<file path="config.mk">
export PLATFORM = sky130hd
export DESIGN_NAME = kitchen_tile_renderer
export DESIGN_NICKNAME = d
export VERILOG_FILES = /design/src/rtl/kitchen_tile_renderer.sv
export SDC_FILE = /design/constraint.sdc
export NUM_CORES = 1
export LEC_CHECK = 0
export ABC_AREA = 1
export CAP_MARGIN = 30
export CORE_UTILIZATION = 65
export CTS_CLUSTER_DIAMETER = 60
export DETAILED_ROUTE_END_ITERATION = 10
export PLACE_DENSITY = 0.84
export SLEW_MARGIN = 25
export SYNTH_ARGS = -nofsm -noshare
export SYNTH_HDL_FRONTEND = slang
export SYNTH_SLANG_ARGS = --single-unit
</file>
<file path="constraint.sdc">
create_clock -name pixel_clk_in -period 9.81 [get_ports pixel_clk_in]
set_input_delay 0.981 -clock pixel_clk_in [delete_from_list [all_inputs] [get_ports pixel_clk_in]]
set_output_delay 0.981 -clock pixel_clk_in [all_outputs]
set_load 0.05 [all_outputs]
</file>
<file path="src/rtl/kitchen_tile_renderer.sv">
// Tile-map renderer for the kitchen play area: 2-bit tile RAM, 3-stage colour pipeline.
// Optional TILE_BORDER_EN macro darkens the top/left pixel row/column of every tile.
module kitchen_tile_renderer #(
  parameter int          MAP_COLS      = 13,
  parameter int          MAP_ROWS      = 8,
  parameter int          TILE_LOG2     = 5,
  parameter int          X_ORIGIN      = 101,
  parameter int          Y_ORIGIN      = 99,
  parameter logic [11:0] COLOR_FLOOR   = 12'h971,
  parameter logic [11:0] COLOR_COUNTER = 12'hB70,
  parameter logic [11:0] COLOR_STOVE   = 12'h333,
  parameter logic [11:0] COLOR_BIN     = 12'h555
) (
  input  logic                        pixel_clk_in,
  input  logic                        rst_in,
  input  logic [10:0]                 hcount_in,
  input  logic [9:0]                  vcount_in,
  input  logic                        wr_valid_in,
  input  logic [$clog2(MAP_COLS)-1:0] wr_col_in,
  input  logic [$clog2(MAP_ROWS)-1:0] wr_row_in,
  input  logic [1:0]                  wr_type_in,
  output logic                        wr_ready_out,
  output logic                        wr_err_out,
  output logic                        init_done_out,
  output logic [11:0]                 pixel_out
);
  localparam int CW = $clog2(MAP_COLS);
  localparam int RW = $clog2(MAP_ROWS);
  localparam int N  = MAP_COLS * MAP_ROWS;
  localparam int AW = $clog2(N);
  localparam logic [11:0] AREA_W = 12'(MAP_COLS << TILE_LOG2);
  localparam logic [11:0] AREA_H = 12'(MAP_ROWS << TILE_LOG2);

  typedef enum logic {INIT, RUN} state_t;

  state_t        state;
  logic [AW-1:0] sweep;
  logic [CW-1:0] sweep_col;
  logic [RW-1:0] sweep_row;
  logic [1:0]    mem [N];

  logic          accept;
  logic          wr_in_range;
  logic [AW-1:0] wr_addr;
  logic          ram_we;
  logic [AW-1:0] ram_wa;
  logic [1:0]    ram_wd;
  logic          perimeter;

  assign accept      = wr_valid_in && wr_ready_out;
  assign wr_in_range = ({1'b0, wr_col_in} < (CW+1)'(MAP_COLS))
                    && ({1'b0, wr_row_in} < (RW+1)'(MAP_ROWS));
  assign wr_addr = AW'(wr_row_in) * AW'(MAP_COLS) + AW'(wr_col_in);
  assign perimeter = (sweep_row == '0)
                  || (sweep_row == RW'(MAP_ROWS-1))
                  || (sweep_col == '0)
                  || (sweep_col == CW'(MAP_COLS-1));

  // The init sweep owns the write port until RUN; reset blocks stray writes.
  assign ram_we = !rst_in
               && ((state == INIT) || (accept && wr_in_range));
  assign ram_wa = (state == INIT) ? sweep : wr_addr;
  assign ram_wd = (state == INIT) ? {1'b0, perimeter} : wr_type_in;

  always_ff @(posedge pixel_clk_in or posedge rst_in) begin
    if (rst_in) begin
      state         <= INIT;
      sweep         <= '0;
      sweep_col     <= '0;
      sweep_row     <= '0;
      wr_ready_out  <= 1'b0;
      init_done_out <= 1'b0;
      wr_err_out    <= 1'b0;
    end else begin
      wr_err_out <= 1'b0;
      unique case (state)
        INIT: begin
          if (sweep == AW'(N-1)) begin
            state         <= RUN;
            wr_ready_out  <= 1'b1;
            init_done_out <= 1'b1;
          end else begin
            sweep <= sweep + 1'b1;
            if (sweep_col == CW'(MAP_COLS-1)) begin
              sweep_col <= '0;
              sweep_row <= sweep_row + 1'b1;
            end else begin
              sweep_col <= sweep_col + 1'b1;
            end
          end
        end
        RUN: wr_err_out <= accept && !wr_in_range;
      endcase
    end
  end

  always_ff @(posedge pixel_clk_in) begin
    if (ram_we) mem[ram_wa] <= ram_wd;
  end

  logic [11:0] dx, dy;
  logic        in_area;

  // Unsigned wrap makes left/above-origin coordinates fail the range test.
  assign dx = {1'b0, hcount_in} - 12'(X_ORIGIN);
  assign dy = {2'b0, vcount_in} - 12'(Y_ORIGIN);
  assign in_area = (dx < AREA_W) && (dy < AREA_H);

  logic          s1_in_area, s2_in_area;
  logic [AW-1:0] s1_addr;
  logic [1:0]    rd_type;
  logic [11:0]   tile_color;

  always_comb begin
    tile_color = COLOR_FLOOR;
    unique case (rd_type)
      2'd0: tile_color = COLOR_FLOOR;
      2'd1: tile_color = COLOR_COUNTER;
      2'd2: tile_color = COLOR_STOVE;
      2'd3: tile_color = COLOR_BIN;
    endcase
  end

`ifdef TILE_BORDER_EN
  logic [TILE_LOG2-1:0] s1_fx, s1_fy, s2_fx, s2_fy;
  logic                 tile_edge;
  logic [11:0]          shade;

  assign tile_edge = (s2_fx == '0) || (s2_fy == '0);
  assign shade = tile_edge
    ? {1'b0, tile_color[11:9], 1'b0, tile_color[7:5],
       1'b0, tile_color[3:1]}
    : tile_color;

  always_ff @(posedge pixel_clk_in or posedge rst_in) begin
    if (rst_in) begin
      s1_fx <= '0;
      s1_fy <= '0;
      s2_fx <= '0;
      s2_fy <= '0;
    end else begin
      s1_fx <= dx[TILE_LOG2-1:0];
      s1_fy <= dy[TILE_LOG2-1:0];
      s2_fx <= s1_fx;
      s2_fy <= s1_fy;
    end
  end
`else
  logic [11:0] shade;
  assign shade = tile_color;
`endif

  always_ff @(posedge pixel_clk_in or posedge rst_in) begin
    if (rst_in) begin
      s1_in_area <= 1'b0;
      s1_addr    <= '0;
      s2_in_area <= 1'b0;
      rd_type    <= '0;
      pixel_out  <= '0;
    end else begin
      s1_in_area <= in_area;
      // Out-of-area pixels read entry 0 so the address stays in range.
      s1_addr <= in_area
        ? AW'((dy >> TILE_LOG2) * 12'(MAP_COLS) + (dx >> TILE_LOG2))
        : '0;
      s2_in_area <= s1_in_area;
      rd_type    <= mem[s1_addr];
      pixel_out  <= (s2_in_area && state == RUN) ? shade : 12'h000;
    end
  end
endmodule

</file>
==> reports/metrics.cfg <==
[run_status]
status=finished, final reports clean

[die]
die_h_um=136
ios=48
row_count=48
dieArea_um2=18600
start_util=0.672
core_um2=17400
fp.dieW_um=136

[clock_tree]
clkTransAtPathRegs_ps=60
ctsRootBufferMaster=clkbuf_16
cts_tree=built
hold_buffers=0
clock_latency_ps=520
cts_buffers=25
cts.sinks=244
post_cts_resized=0
cts.htree.levels=1
cts.path.max_buffers=3
post_cts_buffers=0

[detailed_routing]
vias_per_cell=5.98
antenna_left=0
vias=8610
drc=0
drtIter0Drc=1007
wirelength_mm=26.3
wire_per_inst_um=18.3
first_pass_iters=6

[timing]
worstMarginPinSlew_ps=982
fin_worst_skew_ps=16.0
finalCriticalPeriod_ps=4350
drv_slew=0
hold_ws_ps=348
setup_slack_ps=5460
fmax_ghz=0.230
tns_ps=0
hold_viol=0
relSlewSlack=0.344
rsz0062_at_grt=false
timing.final.crit_share=0.443
setup_viol=0

[power_and_ir_drop]
p_seq_frac=0.501
swShare=0.239
power.density_nw_per_um2=171
p_clk_frac=0.397
switchingPower_uw=537
power_uw=2240
p_int_uw=1710
power_leakage_uw=0.00510
ir_drop_mv=0.157
combPwrFrac=0.102

[critical_path]
cp.required_ps=10200
cp_max_fo=4
end_kind=flop
r2r_start=s1_addr[0]$_DFF_PP0_
crit_start=vcount_in[0]
setup.worst_path.class=in2reg
cp-start-kind=primary input
critPathArrivalTime_ps=4740
reg2reg_setup_slack_ps=6810

[yosys]
synth_xor_area_frac=0.0112
synth_compound_area_frac=0.0222
syn_area_um2=11700
synth_warnings=0
synth_top_area_share=0.533
synth-seq-cells=244
synth.area.top_cells=edfxtp_1 53%, nand2_1 9.8%, nand3_1 7.9%, dfrtp_1 7.7%, nor2_1 4.9%
yosysTopAreaCell=edfxtp_1
seq_area_frac_synth=0.610
syn_inst=1169
synth_mux_area_frac=0.000855
synth_top_family_by_area=simple AND/OR/NAND/NOR gates
synth-simple-area-share=0.251
syn_avg_cell_area_um2=10.0
synthAdderAreaFrac=0.0543
ys_types=43

[global_route]
grt_overflow=0
grt_usage=0.291
grt_pass1_wl_mm=40.8
grt_pass1_vias=8421
grt_max_degree=105
antenna_found_initial=0

[finish]
diodes=0
fin_nets=1275
multi_input_area_um2=4000
ff_latch_area_um2=7150
drive_gt1_frac=0.0650
fillers=1123
syn_to_final_growth_pct=11.9

[place]
dp_hpwl_mm=15.2
gp_congestion=0.866
dp_slack_ps=4960
portBuffers=45

[hold_path]
worstHoldStart=s1_in_area$_DFF_PP0_
hp-class=reg2reg

[job]
drv_cap=0

==> synthesized netlist by cell type, drive strengths merged <==
library cell,instances
nand2,309
a21boi,1
nand3b,1
nor3,3
xnor2,8
clkbuf,17
nor4,1
edfxtp,208
nor3b,1
and2,1
mux2i,1
a41oi,1
or2,2
fa,8
a21oi,10
buf,40
a31oi,2
ha,38
nand3,199
inv,81
o21bai,1
nand4,8
nor2,155
o21ai,22
xor2,7
clkinv,2
o221ai,4
conb,1
dfrtp,36
a21o,1
==> cell usage in the layout (no fill, tap or decap), types with 13 or more instances in the layout <==
cell type,netlist,routed
inv_1,77,76
nand2_1,305,305
ha_1,38,38
dfrtp_1,36,34
o21ai_0,18,18
nand3_1,186,186
clkdlybuf4s50_1,0,45
edfxtp_1,208,208
nand3_2,13,13
clkbuf_16,0,25
nor2_1,153,153
==> power by group through the flow <==
stage                     sequential, uW  combinational (uW)  clock [uW]
after global routing                1130                 260         929
after CTS                           1120                 225         887
after global placement              1150                 210           0
after detailed placement            1150                 221           0
final                               1120                 228         892
after floorplan                     1140                 165           0
==> flip-flops by register name (all words and copies together), names as in the netlist, 2 cells and up <==
signal,flops
rd_type,2
mem,208
s1_addr,7
sweep_col,4
sweep,7
sweep_row,3
pixel_out,8
==> cell type report <==
cell class / instances / area share
Sequential cell: 244 / 0.546
Multi-Input combinational cell: 786 / 0.305
Inverter: 83 / 0.0240
Timing Repair Buffer: 56 / 0.0453
Clock inverter: 14 / 0.00783
Tap cell: 225 / 0.0215
Clock buffer: 32 / 0.0505
==> per-layer routing <==
metal / routed length, um / track usage
met4: 1150 / 0.136
met5: 0 / 0
met2: 13200 / 0.506
met1: 9770 / 0.362
met3: 2220 / 0.0380
==> final timing paths <==
check                      depth (start not counted)                    to
max                                               23  s1_addr[6]$_DFF_PP0_
min                                                0  s2_in_area$_DFF_PP0_
max reg2reg                                       13  rd_type[0]$_DFF_PP0_
min reg2reg                                        0  s2_in_area$_DFF_PP0_
max in group asynchronous                          3  s1_addr[0]$_DFF_PP0_
min in group asynchronous                          3  rd_type[0]$_DFF_PP0_
==> through the flow <==
step / utilization / instances / area, um^2
floorplan: - / 1170 / 11700
global placement: 0.703 / 1391 / 12300
detailed placement: 0.703 / 1391 / 12300
CTS: 0.747 / 1437 / 13000
global route: 0.752 / 1440 / 13100
finish: 0.752 / 1440 / 13100
==> kinds of logic after synthesis <==
logic type / after synthesis
AOI/OAI and AO/OA: 42
xor gates and xnor gates: 15
adders and majority gates: 46
buffers and inverters: 140
DFF: 244
muxes: 1
other: 1
and+or+nand+nor: 680
==> critical path, stage by stage <==
cell	delay [ps]
clkdlybuf4s50_1	450
nand2_1	50
nand3b_1	120
nand2_1	80
nor2_1	220
nor2_1	110
nand2_1	110
nand2_1	100
ha_1	300
inv_1	80
fa_1	460
fa_1	520
inv_1	40
ha_1	330
a21oi_1	140
a21boi_0	240
nand2_1	80
nand2_1	60
nand2_1	60
inv_1	50
nand2_1	40
nand2_1	50
a21oi_1	50
(Power assumes the default switching activity.)
